===== src/rtl/lock_requester_pkg.sv =====
//------------------------------------------------------------------------------
// Package     : OmpSsManager
// Description : Constants shared by blocks that talk to the OmpSs manager lock
//               unit: lock ID width, command field bounds and the command and
//               ACK codes. It also provides a helper that builds a command beat.
// Revision    : 1.0 - initial release
//------------------------------------------------------------------------------
`default_nettype none

package OmpSsManager;

   localparam int LOCK_ID_BITS = 8;

   // Bit positions of the fields inside a 64-bit command beat
   localparam int CMD_TYPE_H = 7;
   localparam int CMD_TYPE_L = 0;
   localparam int LOCK_ID_H  = 15;
   localparam int LOCK_ID_L  = 8;

   localparam logic [7:0] CMD_LOCK_CODE   = 8'h04;
   localparam logic [7:0] CMD_UNLOCK_CODE = 8'h05;
   localparam logic [7:0] ACK_OK_CODE     = 8'h01;
   localparam logic [7:0] ACK_REJECT_CODE = 8'h00;

   // Builds a command beat. All bits outside the two fields are zero.
   function automatic logic [63:0] make_lock_cmd(input logic [7:0]              cmd,
                                                 input logic [LOCK_ID_BITS-1:0] lock_id);
      logic [63:0] beat;
      beat = '0;
      beat[CMD_TYPE_H:CMD_TYPE_L] = cmd;
      beat[LOCK_ID_H:LOCK_ID_L]   = lock_id;
      return beat;
   endfunction

endpackage : OmpSsManager

`default_nettype wire


===== src/rtl/lock_requester.sv =====
//------------------------------------------------------------------------------
// Module      : lock_requester
// Description : Accelerator-side initiator for the OmpSs manager lock protocol.
//               It turns single-beat lock and unlock requests into 64-bit
//               command beats. For a lock it then waits for the one-beat ACK
//               and retries on reject until the lock is granted. An unlock is
//               never acknowledged, so it completes on its command handshake.
// Revision    : 1.0 - initial release
//
// Build option: LOCK_BACKOFF_EN - when defined, the block waits BACKOFF_CYCLES
//               idle cycles after a reject before it sends the lock command
//               again. When undefined, the retry beat is valid in the cycle
//               after the reject and no backoff counter is built.
//
// Ports:
//   clk, rstn          clock; synchronous active-low reset
//   req_valid/ready    request handshake from user logic
//   req_unlock         1 = unlock, 0 = lock (sampled at acceptance)
//   req_lock_id        lock ID (sampled at acceptance)
//   done               one-cycle pulse: lock granted / unlock sent
//   held               this accelerator currently owns the lock
//   retries            rejects seen for the current or last lock request
//   outStream_*        command stream to the manager (TLAST=1, TID=ACC_ID)
//   inStream_*         ACK stream from the manager (only TDATA[7:0] is used)
//------------------------------------------------------------------------------
`default_nettype none

module lock_requester
   import OmpSsManager::*;
#(
   parameter int ACC_BITS       = 4,
   parameter int ACC_ID         = 0,
   parameter int BACKOFF_CYCLES = 16
) (
   input  logic                    clk,
   input  logic                    rstn,

   input  logic                    req_valid,
   output logic                    req_ready,
   input  logic                    req_unlock,
   input  logic [LOCK_ID_BITS-1:0] req_lock_id,
   output logic                    done,
   output logic                    held,
   output logic [15:0]             retries,

   output logic [63:0]             outStream_TDATA,
   output logic                    outStream_TVALID,
   input  logic                    outStream_TREADY,
   output logic                    outStream_TLAST,
   output logic [ACC_BITS-1:0]     outStream_TID,

   input  logic [63:0]             inStream_TDATA,
   input  logic                    inStream_TVALID,
   output logic                    inStream_TREADY
);

   typedef enum logic [2:0] {
      IDLE        = 3'd0,
      SEND_LOCK   = 3'd1,
      WAIT_ACK    = 3'd2,
      BACKOFF     = 3'd3,
      SEND_UNLOCK = 3'd4,
      GRANT       = 3'd5
   } State_t;

   State_t      state_q;
   logic        req_ready_q;
   logic        out_tvalid_q;
   logic        in_tready_q;
   logic        done_q;
   logic        held_q;
   logic [15:0] retries_q;
   logic [15:0] retries_d;
   logic [63:0] tdata_q;

   // Reject count saturates instead of wrapping back to zero
   assign retries_d = (retries_q == 16'hFFFF) ? retries_q : retries_q + 16'd1;

`ifdef LOCK_BACKOFF_EN
   localparam int CNT_W = (BACKOFF_CYCLES > 1) ? $clog2(BACKOFF_CYCLES) : 1;
   localparam logic [CNT_W-1:0] CNT_LOAD = CNT_W'(BACKOFF_CYCLES - 1);

   logic [CNT_W-1:0] backoff_cnt_q;

   logic unused_ok;
   assign unused_ok = &{1'b0, inStream_TDATA[63:8]};
`else
   logic unused_ok;
   assign unused_ok = &{1'b0, inStream_TDATA[63:8], (BACKOFF_CYCLES != 0)};
`endif

   // All outputs are registered and updated together with the state, so
   // there is no combinational path from any input to any output.
   always_ff @(posedge clk) begin
      if (!rstn) begin
         state_q      <= IDLE;
         req_ready_q  <= 1'b1;
         out_tvalid_q <= 1'b0;
         in_tready_q  <= 1'b0;
         done_q       <= 1'b0;
         held_q       <= 1'b0;
         retries_q    <= 16'd0;
         tdata_q      <= 64'd0;
`ifdef LOCK_BACKOFF_EN
         backoff_cnt_q <= '0;
`endif
      end else begin
         done_q <= 1'b0;
         case (state_q)
            IDLE: begin
               if (req_valid && req_ready_q) begin
                  req_ready_q  <= 1'b0;
                  out_tvalid_q <= 1'b1;
                  if (req_unlock) begin
                     tdata_q <= make_lock_cmd(CMD_UNLOCK_CODE, req_lock_id);
                     state_q <= SEND_UNLOCK;
                  end else begin
                     tdata_q   <= make_lock_cmd(CMD_LOCK_CODE, req_lock_id);
                     retries_q <= 16'd0;
                     state_q   <= SEND_LOCK;
                  end
               end else begin
                  // Re-opens acceptance one cycle after an unlock's done pulse
                  req_ready_q <= 1'b1;
               end
            end

            SEND_LOCK: begin
               if (outStream_TREADY) begin
                  out_tvalid_q <= 1'b0;
                  in_tready_q  <= 1'b1;
                  state_q      <= WAIT_ACK;
               end
            end

            SEND_UNLOCK: begin
               // The unlock completes here; the responder never answers it
               if (outStream_TREADY) begin
                  out_tvalid_q <= 1'b0;
                  done_q       <= 1'b1;
                  held_q       <= 1'b0;
                  state_q      <= IDLE;
               end
            end

            WAIT_ACK: begin
               if (inStream_TVALID) begin
                  in_tready_q <= 1'b0;
                  if (inStream_TDATA[7:0] == ACK_OK_CODE) begin
                     done_q  <= 1'b1;
                     held_q  <= 1'b1;
                     state_q <= GRANT;
                  end else begin
                     // Anything other than OK counts as a reject
                     retries_q <= retries_d;
`ifdef LOCK_BACKOFF_EN
                     backoff_cnt_q <= CNT_LOAD;
                     state_q       <= BACKOFF;
`else
                     out_tvalid_q  <= 1'b1;
                     state_q       <= SEND_LOCK;
`endif
                  end
               end
            end

            BACKOFF: begin
`ifdef LOCK_BACKOFF_EN
               if (backoff_cnt_q == '0) begin
                  out_tvalid_q <= 1'b1;
                  state_q      <= SEND_LOCK;
               end else begin
                  backoff_cnt_q <= backoff_cnt_q - 1'b1;
               end
`else
               req_ready_q <= 1'b1;
               state_q     <= IDLE;
`endif
            end

            GRANT: begin
               req_ready_q <= 1'b1;
               state_q     <= IDLE;
            end

            default: begin
               req_ready_q  <= 1'b1;
               out_tvalid_q <= 1'b0;
               in_tready_q  <= 1'b0;
               state_q      <= IDLE;
            end
         endcase
      end
   end

   assign req_ready        = req_ready_q;
   assign done             = done_q;
   assign held             = held_q;
   assign retries          = retries_q;
   assign outStream_TDATA  = tdata_q;
   assign outStream_TVALID = out_tvalid_q;
   assign outStream_TLAST  = 1'b1;
   assign outStream_TID    = ACC_BITS'(ACC_ID);
   assign inStream_TREADY  = in_tready_q;

endmodule : lock_requester

`default_nettype wire


===== config.mk =====
export PLATFORM = sky130hd
export DESIGN_NAME = lock_requester
export DESIGN_NICKNAME = d
export VERILOG_FILES = /design/src/rtl/lock_requester_pkg.sv /design/src/rtl/lock_requester.sv
export SDC_FILE = /design/constraint.sdc
export NUM_CORES = 1
export LEC_CHECK = 0
export CORE_MARGIN = 3
export CORE_UTILIZATION = 47
export DETAILED_ROUTE_END_ITERATION = 10
export DONT_BUFFER_PORTS = 1
export GPL_TIMING_DRIVEN = 0
export SYNTH_ARGS = -nofsm -noshare
export SYNTH_HDL_FRONTEND = slang
export SYNTH_SLANG_ARGS = --single-unit

===== constraint.sdc =====
create_clock -name clk -period 5.9 [get_ports clk]
set_input_delay 0.295 -clock clk [delete_from_list [all_inputs] [get_ports clk]]
set_output_delay 0.295 -clock clk [all_outputs]
set_load 0.02 [all_outputs]

---- Word level (Yosys, flattened, before mapping) ----
Index checks and enable logic that the tools add are counted.
operators by class
  $add $sub $neg .......................... 1
  equal/unequal tests ..................... 16
  multiplexer cells ....................... 31
  bitwise operators ....................... 2
  reduce and logical (&&, ||, !) cells .... 14
operators with widths
  operator                                                          count
  16-bit two-way mux                                                5
  16-bit case mux with 2 select lines                               1
  3-bit two-way mux                                                 6
  16-bit by 1-bit adder with 16-bit output (second input constant)  1
  16-bit == test (second input constant)                            1
  2-bit inequality test (second input constant)                     8
  1-bit two-way mux                                                 13
  3-bit case mux with 4 select lines                                1
  8-bit by 1-bit == test with 1-bit output (second input constant)  1
  4-bit AND reduction                                               2
  3-bit by 2-bit == test with 1-bit output (second input constant)  2
  3-bit == test (second input constant)                             2
  1-bit case mux with 2 select lines                                3
  6-bit AND reduction                                               1
  5-bit AND reduction                                               1
  1-bit case mux with 4 select lines                                1
  2-bit nonzero test                                                2
  2-bit OR reduction                                                2
  4-bit OR reduction                                                1
  3-bit by 1-bit == test with 1-bit output (second input constant)  1
  3-bit logical NOT                                                 1
  1-bit case mux with 3 select lines                                1
  3-bit AND reduction                                               1
  3-bit OR reduction                                                1
  other kinds (4)                                                   5
storage, ports and cells
  register bits ........................... 40
  bits of input ports ..................... 78
  output and inout bits ................... 90
  logic and storage cells ................. 72

---- Logic depth before layout (Yosys ltp) ----
Gate-level depths: netlist of run 1.
  word-level depth ........................ 5
  gate-level depth with buffers ........... 8
  mapped depth without buffers ............ 6

---- Least setup slack after synthesis of run 1 ----
No wires, ideal clock.
  path kind ............................... register to register
  from .................................... register retries_q[0] (netlist: retries[0])
  to ...................................... register retries_q[0] (netlist: retries[0])
  library setup time ...................... 0.119 ns
  arrival time ............................ 1.882 ns
  data required time ...................... 5.781 ns
  slack ................................... 3.900 ns
  stages on the path, launching flop included .. 9
  path buffers ............................ 2
  period minus slack after synthesis ...... 2.000 ns
  path through ............................ dfxtp_1 -> ha_1 -> and3_1 -> clkbuf_1 -> nand4_1 -> o2bb2ai_2 -> buf_2 -> xor2_1 -> nor2_1
between the ends
  longest elaborated chain between the ends .. 5
  elaborated cells on any way between the ends .. 8
  classes of those cells .................. add/sub: 1; eq/ne: 2; mux: 4; reduce/logical: 1
RTL lines
  element                                   line                   text
  start, declared                           lock_requester.sv:72   logic [15:0] retries_q;
  start signal, assigned                    lock_requester.sv:155  retries_q <= retries_d;
  16-bit by 1-bit adder with 16-bit output  lock_requester.sv:77   assign retries_d = (retries_q == 16'hFFFF) ? retries_q : retries_q + 16'd1;
  16-bit two-way mux                        lock_requester.sv:77
  16-bit two-way mux                        lock_requester.sv:149  if (inStream_TDATA[7:0] == ACK_OK_CODE) begin
  16-bit two-way mux                        lock_requester.sv:147  if (inStream_TVALID) begin
  16-bit case mux with 2 select lines       lock_requester.sv:109  case (state_q)
Parallel ways exist; a longest one is shown, timed or not. The select of a mux whose other input is x is not followed.
A chain may end at the register's enable or synchronous reset.

---- Final worst setup path of run 1 ----
  from .................................... register retries_q[0] (netlist: retries[0])
  to ...................................... register retries_q[8] (netlist: retries[8])
The elaborated chain is that of the path after synthesis.

==> summary.txt, run 1 <==
STA
  • Shortest clock period the worst path allows after layout: 2392 ps
  • Setup Total Neg Slack: 0 ps
  • Final setup violation count: 0
  • Final Hold Violating Endpoints: 0
  • Final critical-path setup slack: 3508 ps
  • Worst clock skew: 4.929 ps
  • Post-route fraction of the period consumed by the critical path: 0.4054
  • Unrepaired setup endpoints after global routing: no
  • Number of max-slew violations in the final report: 0
  • Least-Margin Pin Slew: 585.7 ps
  • Relative max-transition margin: 0.6078
  • Maximum clock frequency: 418.1 MHz

Routing
  • Routed wire length: 4.901 mm
  • Routed wire per std cell: 12.53 um
  • DRC marker count from the first detailed-route iteration: 138
  • First-pass DRT Iterations: 4
  • DRC violation count after routing: 0
  • Final antenna-violating net count: 0
  • Drt via density: 4.834
  • Vias after detailed routing: 1890

Floorplan
  • Area of the die: 5410 um2
  • FP Rows: 23
  • Top-level I/O count: 168
  • Height of the die: 73.55 um
  • Initial Util: 0.5104
  • CORE AREA: 4202 um2
  • Overall die width: 73.55 um

Critical path
  • Worst setup slack for register-to-register paths: 3510 ps
  • Critical path cell sequence: ha_1 > and3_1 > clkbuf_1 > nand4_1 > o2bb2ai_2 > or2_2 > clkbuf_1 > o21ai_0
  • Delay of the slowest cell on the worst path: 530 ps
  • Critical path required time: 6060 ps
  • Worst path buffer plus inverter count: 2
  • Startpoint class of the critical path: flop
  • CP most frequent cell: sky130_fd_sc_hd__clkbuf_1
  • R2R Path End: retries[8]$_SDFFE_PN0P_
  • Worst Reg2Reg Path Length in Cells: 8
  • Top cell family by delay on the critical path: simple AND/OR/NAND/NOR gates
  • Maximum fanout encountered on the critical timing path: 8
  • Cell at the slowest stage of the critical path: sky130_fd_sc_hd__dfxtp_1
  • Endpoint kind of the worst setup timing path: flop
  • Worst EP arrival: 2550 ps
  • Critical Setup Path Class: flop to flop
  • Beginning of the worst register-to-register path: retries[0]$_SDFFE_PN0P_

Hold path
  • Endpoint of the worst hold path: outStream_TDATA[9]$_SDFFE_PN0P_
  • Worst Hold Path Cells: 2
  • Launch instance of the worst min-delay path: req_lock_id[1]
  • Type of the most critical hold path: input pin to flop

Place
  • Placement-stage worst setup slack: 3491 ps
  • Global placer's final weighted congestion: 0.7984
  • Total placed cells including tap cells: 383
  • Half-perimeter wire length after detailed placement: 3.732 mm
  • Number of I/O port buffers: 0

Logic synthesis
  • Flip-flop and latch count after synthesis: 34
  • Async S/R FF share, synth: 0
  • Most common cell in the netlist: sky130_fd_sc_hd__buf_4
  • Distinct cell type count after synthesis: 49
  • Leading post-synthesis cells by instance count: sky130_fd_sc_hd__buf_4, sky130_fd_sc_hd__nand2_1, sky130_fd_sc_hd__dfxtp_1, sky130_fd_sc_hd__a21oi_1, sky130_fd_sc_hd__nor2_1
  • Most area-hungry cell type in the Yosys netlist: sky130_fd_sc_hd__dfxtp_1
  • Number of instances in the synthesized netlist: 276
  • Top FF cell, synth: sky130_fd_sc_hd__dfxtp_1
  • Per-instance average area after synthesis: 7.770 um2
  • Top cells by area in the synthesized netlist: sky130_fd_sc_hd__dfxtp_1, sky130_fd_sc_hd__buf_4, sky130_fd_sc_hd__nand2_1
  • Portion of the post-synthesis area used by sequential elements: 0.3174
  • Synthesis Warnings: 0
  • Number of enable flip-flop cells after synthesis: 0
  • Proportion of netlist area held by the largest area contributor: 0.3174
  • Cell area after technology mapping: 2145 um2

Finish
  • Final standard cell utilization of the core: 0.5980
  • Ratio of cells with drive above 1 in the final layout: 0.2229
  • Fill cell count: 416
  • Number of antenna diodes: 0
  • Post-Layout Cell Count: 391
  • Number of nets in the layout: 419
  • Area added between synthesis and finish: 17.15%

Run status
  • Run status: finished clean

GRT
  • Global router's overall resource usage: 0.1681
  • Via count of the first global-routing pass: 1541
  • Grt total ovfl: 0
  • First-pass GRT wire length: 7.217 mm
  • Largest net degree at the start of global routing: 11
  • Initial antenna violation count: 0

Clock tree
  • CTS Buffer Depth: 2
  • Worst-path clk slew: 70 ps
  • H-tree levels: 2
  • Clock sink count: 34
  • Cts hold-fix bufs: 0
  • Setup Fix Bufs, Post-CTS: 0
  • Root Buffer: sky130_fd_sc_hd__clkbuf_8
  • Number of CTS-inserted buffers: 5
  • Count of cells resized by post-cts repair: 0
  • CTS tree: built
  • Clock network latency to the later pin of the worst-skew pair: 280 ps

Job
  • Max-cap violation count: 0

Power and ir drop
  • Leakage: 1.166 nW
  • Worst IR Drop VDD: 238.7 uV
  • Cell Pwr Density: 336.6 nW/um2
  • Overall power after layout: 0.8458 mW
## worst register-to-register path: cells and delay by family (launching register included)
kind / cells / cell delay [ps]
simple gates: 3 / 560
flops: 1 / 530
compound gates: 2 / 490
buf+inv: 2 / 460
fa+ha+maj: 1 / 240
## kinds of logic after synthesis
logic type                 synth area share
AOI/OAI and AO/OA                    0.1884
xor gates and xnor gates           0.008170
adders and majority gates          0.005833
buffers and inverters                0.2439
DFF                                  0.3174
muxes                              0.004668
other                              0.003502
and+or+nand+nor                      0.2281
## how the worst max path moves through the flow
stage	from	to	slack [ps]	cells past startpoint
detailed placement	retries[0]$_SDFFE_PN0P_	retries[8]$_SDFFE_PN0P_	3490	8
CTS	retries[0]$_SDFFE_PN0P_	retries[8]$_SDFFE_PN0P_	3480	8
floorplan	retries[0]$_SDFFE_PN0P_	retries[0]$_SDFFE_PN0P_	3900	8
global route	retries[0]$_SDFFE_PN0P_	retries[8]$_SDFFE_PN0P_	3280	8
global placement	retries[0]$_SDFFE_PN0P_	retries[4]$_SDFFE_PN0P_	3520	8
finish	retries[0]$_SDFFE_PN0P_	retries[8]$_SDFFE_PN0P_	3510	8
## layout by cell type, fill, tap and decap left out, types with 5 or more instances in the layout
cell type,n
sky130_fd_sc_hd__buf_4,59
sky130_fd_sc_hd__conb_1,59
sky130_fd_sc_hd__nand2_1,39
sky130_fd_sc_hd__dfxtp_1,34
sky130_fd_sc_hd__a21oi_1,26
sky130_fd_sc_hd__nor2_1,17
sky130_fd_sc_hd__clkbuf_1,12
sky130_fd_sc_hd__o21ai_0,10
sky130_fd_sc_hd__or3_1,8
sky130_fd_sc_hd__inv_1,6
sky130_fd_sc_hd__clkbuf_8,6
sky130_fd_sc_hd__o22ai_1,5
## stage by stage
step	hold WS (ps)	cell area [um2]
final	142.4	2512
after global routing	132.0	2512
after CTS	139.0	2512
after detailed placement	438.4	2421
after global placement	433.2	2421
after floorplan	431.0	2359
## cell type report
class	instances	area, um2	share of cell area
Inverter	6	22.52	0.008964
Multi-Input combinational cell	221	1155	0.4597
Clock buffer	7	86.33	0.03436
Buffer	72	500.5	0.1992
Clock inverter	1	5.005	0.001992
Sequential cell	34	680.7	0.2709
Tap cell	50	62.56	0.02490
## state kept, by name, summed over array words and instances (netlist names)
name              cells
done                  1
inStream_TREADY       1
state_q               3
retries              16
held                  1
outStream_TDATA      10
outStream_TVALID      1
req_ready             1
## report_power, final
part,switching (mW),total (mW),leakage [nW],internal (mW)
logic,0.201,0.328,0.841,0.127
clock network,0.0851,0.179,0.0482,0.0942
registers,0.0705,0.338,0.277,0.268
## per-layer routing
metal / up-vias / GRT usage / part of all wire
li1: 977 / - / -
met1: 813 / 0.2207 / 0.40
met2: 95 / 0.2490 / 0.47
met3: 5 / 0.07114 / 0.12
met4: 0 / 0.05231 / 0.0082
met5: - / 0 / 0
Note: power is estimated with default switching activity, not from simulation.
==> run 2, diff against run 1 <==
- ABC_AREA: not set -> 1
- clock period: 5.9 -> 2.2 ns (I/O delays scaled with it)
==> run 2 against run 1 <==
Die area up 19%. Final cell count up 35%. Sequential power rose to 2.6 times the previous value. Non-clock buffer count up 6. Clock skew up 6.4 ps. Sequential share of layout area down 5.0 points. Hold slack worse by 120 ps. Clock-buffer cell count down 1. Power rose to 2.5 times the previous value. Via count up 19%. Critical endpoint is now retries[15]$_SDFFE_PN0P_. Largest cell class unchanged. Highest routed layer unchanged.
==> summary.txt, run 2 <==
Job
  • Max-cap violation count: 0

GRT
  • Largest net degree at the start of global routing: 12
  • Grt total ovfl: 0
  • Via count of the first global-routing pass: 1937
  • Global router's overall resource usage: 0.1758
  • Initial antenna violation count: 0
  • First-pass GRT wire length: 9.025 mm

Floorplan
  • FP Rows: 26
  • Height of the die: 80.07 um
  • Initial Util: 0.4954
  • Area of the die: 6411 um2
  • Top-level I/O count: 168
  • Overall die width: 80.07 um
  • CORE AREA: 5205 um2

Logic synthesis
  • Distinct cell type count after synthesis: 31
  • Number of enable flip-flop cells after synthesis: 0
  • Async S/R FF share, synth: 0
  • Most common cell in the netlist: sky130_fd_sc_hd__nand2_1
  • Top cells by area in the synthesized netlist: sky130_fd_sc_hd__dfxtp_1, sky130_fd_sc_hd__buf_4, sky130_fd_sc_hd__nand2_1
  • Flip-flop and latch count after synthesis: 34
  • Per-instance average area after synthesis: 6.751 um2
  • Top FF cell, synth: sky130_fd_sc_hd__dfxtp_1
  • Most area-hungry cell type in the Yosys netlist: sky130_fd_sc_hd__dfxtp_1
  • Number of instances in the synthesized netlist: 382
  • Portion of the post-synthesis area used by sequential elements: 0.2639
  • Leading post-synthesis cells by instance count: sky130_fd_sc_hd__nand2_1, sky130_fd_sc_hd__buf_4, sky130_fd_sc_hd__inv_1, sky130_fd_sc_hd__nor2_1, sky130_fd_sc_hd__dfxtp_1
  • Cell area after technology mapping: 2579 um2
  • Proportion of netlist area held by the largest area contributor: 0.2639
  • Synthesis Warnings: 0

Power and ir drop
  • Overall power after layout: 2.155 mW
  • Cell Pwr Density: 700.6 nW/um2
  • Worst IR Drop VDD: 360.4 uV
  • Leakage: 1.487 nW

STA
  • Shortest clock period the worst path allows after layout: 1875 ps
  • Final setup violation count: 0
  • Relative max-transition margin: 0.5681
  • Post-route fraction of the period consumed by the critical path: 0.8523
  • Maximum clock frequency: 533.3 MHz
  • Final Hold Violating Endpoints: 0
  • Least-Margin Pin Slew: 647.9 ps
  • Worst clock skew: 11.37 ps
  • Setup Total Neg Slack: 0 ps
  • Number of max-slew violations in the final report: 0
  • Unrepaired setup endpoints after global routing: no

Finish
  • Area added between synthesis and finish: 19.26%
  • Leading cell type in the layout, fill and taps excluded: sky130_fd_sc_hd__nand2_1
  • Post-Layout Cell Count: 527
  • Largest register FFs: 16
  • Ratio of cells with drive above 1 in the final layout: 0.2648
  • Fill cell count: 514
  • Number of nets in the layout: 535
  • Number of antenna diodes: 0
  • Commonest non-fill, non-tap cells in the layout: sky130_fd_sc_hd__nand2_1, sky130_fd_sc_hd__buf_4, sky130_fd_sc_hd__conb_1
  • Area occupied by multi-input gates: 1443 um2
  • Post-layout instance area: 3075 um2
  • Sequential Area: 680.7 um2
  • Final standard cell utilization of the core: 0.5909

Clock tree
  • Number of CTS-inserted buffers: 5
  • CTS tree: built
  • Root Buffer: sky130_fd_sc_hd__clkbuf_8
  • Clock network latency to the later pin of the worst-skew pair: 290 ps
  • Worst-path clk slew: 80 ps
  • H-tree levels: 2
  • CTS Buffer Depth: 2
  • Clock sink count: 34
  • Setup Fix Bufs, Post-CTS: 0

Critical path
  • Critical path required time: 2380 ps
  • Worst EP arrival: 2060 ps
  • Startpoint class of the critical path: flop
  • Endpoint kind of the worst setup timing path: flop
  • Critical Setup Path Class: flop to flop
  • Worst setup slack for register-to-register paths: 320 ps
  • Maximum fanout encountered on the critical timing path: 10

Place
  • Total placed cells including tap cells: 509
  • Placed Area: 2880 um2
  • Global placer's final weighted congestion: 0.8054
  • Half-perimeter wire length after detailed placement: 4.318 mm
  • Number of I/O port buffers: 0

Routing
  • Routed wire length: 5.615 mm
  • Vias after detailed routing: 2247
  • Routed wire per std cell: 10.65 um
  • Final antenna-violating net count: 0
  • Drt via density: 4.264
  • DRC violation count after routing: 0
  • First-pass DRT Iterations: 4
  • DRC marker count from the first detailed-route iteration: 115

Run status
  • Run status: finished clean

Hold path
  • Type of the most critical hold path: input pin to flop
[run 2: timing repair]
| item | in CTS | in global routing |
|---|---|---|
| endpoints found under the hold margin | 12 | 0 |
| resized for setup | 0 | 0 |
| hold buffers | 10 | 0 |
[run 2: area by class of cell]
class	instances	share of cell area
Buffer	68	0.1627
Clock buffer	6	0.02685
Clock inverter	2	0.004068
Inverter	45	0.05492
Multi-Input combinational cell	292	0.4691
Sequential cell	34	0.2213
Tap cell	70	0.02848
Timing Repair Buffer	10	0.03255
[run 2: report_power, final]
part	total [mW]	switching [mW]	internal [mW]
registers	0.865	0.166	0.699
logic	0.797	0.502	0.295
clock network	0.493	0.241	0.252
total	2.15	0.909	1.25
[run 2: layer usage]
metal	global-route usage	part of all wire	wire length, um	up-vias
li1	-	-	-	1209
met1	0.2347	0.45	2527	948
met2	0.2773	0.44	2490	84
met3	0.04709	0.095	535	6
met4	0.05068	0.011	62	0
met5	0	0	0	-
[run 2: critical path, cell delays in order, from the launching register on]
cell and delay [ps]:
sky130_fd_sc_hd__dfxtp_1 540, sky130_fd_sc_hd__ha_1 230, sky130_fd_sc_hd__nand2_1 100, sky130_fd_sc_hd__inv_2 120
sky130_fd_sc_hd__nand2_2 100, sky130_fd_sc_hd__nor2_8 140, sky130_fd_sc_hd__nand3_4 100, sky130_fd_sc_hd__buf_4 210
sky130_fd_sc_hd__nand3_2 90, sky130_fd_sc_hd__nand2_1 50, sky130_fd_sc_hd__inv_1 60, sky130_fd_sc_hd__nor2_2 30
[run 2: metrics by stage]
step	setup slack [ps]	hold slack [ps]
CTS	311.4	14.15
global route	133.0	81.17
finish	324.9	17.87
global placement	347.7	250.8
detailed placement	327.0	254.4
floorplan	544.7	245.7
[run 2: cells by family (layout without fill, tap and decap cells)]
group / count (synthesis) / after routing / share of synthesized area
AO/OA/AOI/OAI: 39 / 39 / 0.09219
buffers and inverters: 113 / 131 / 0.2596
other: 2 / 59 / 0.002912
adder cells (fa/ha/maj): 1 / 1 / 0.004851
flip-flops: 34 / 34 / 0.2639
AND/OR/NAND/NOR: 193 / 193 / 0.3765
[run 2: worst paths after layout]
path | end | startpoint | depth (start not counted)
setup / recovery | retries[15]$_SDFFE_PN0P_ | retries[0]$_SDFFE_PN0P_ | 11
hold / removal | outStream_TDATA[0]$_SDFFE_PN0P_ | req_unlock | 2
setup reg to reg | retries[15]$_SDFFE_PN0P_ | retries[0]$_SDFFE_PN0P_ | 11
hold reg to reg | outStream_TDATA[0]$_SDFFE_PN0P_ | outStream_TDATA[0]$_SDFFE_PN0P_ | 2
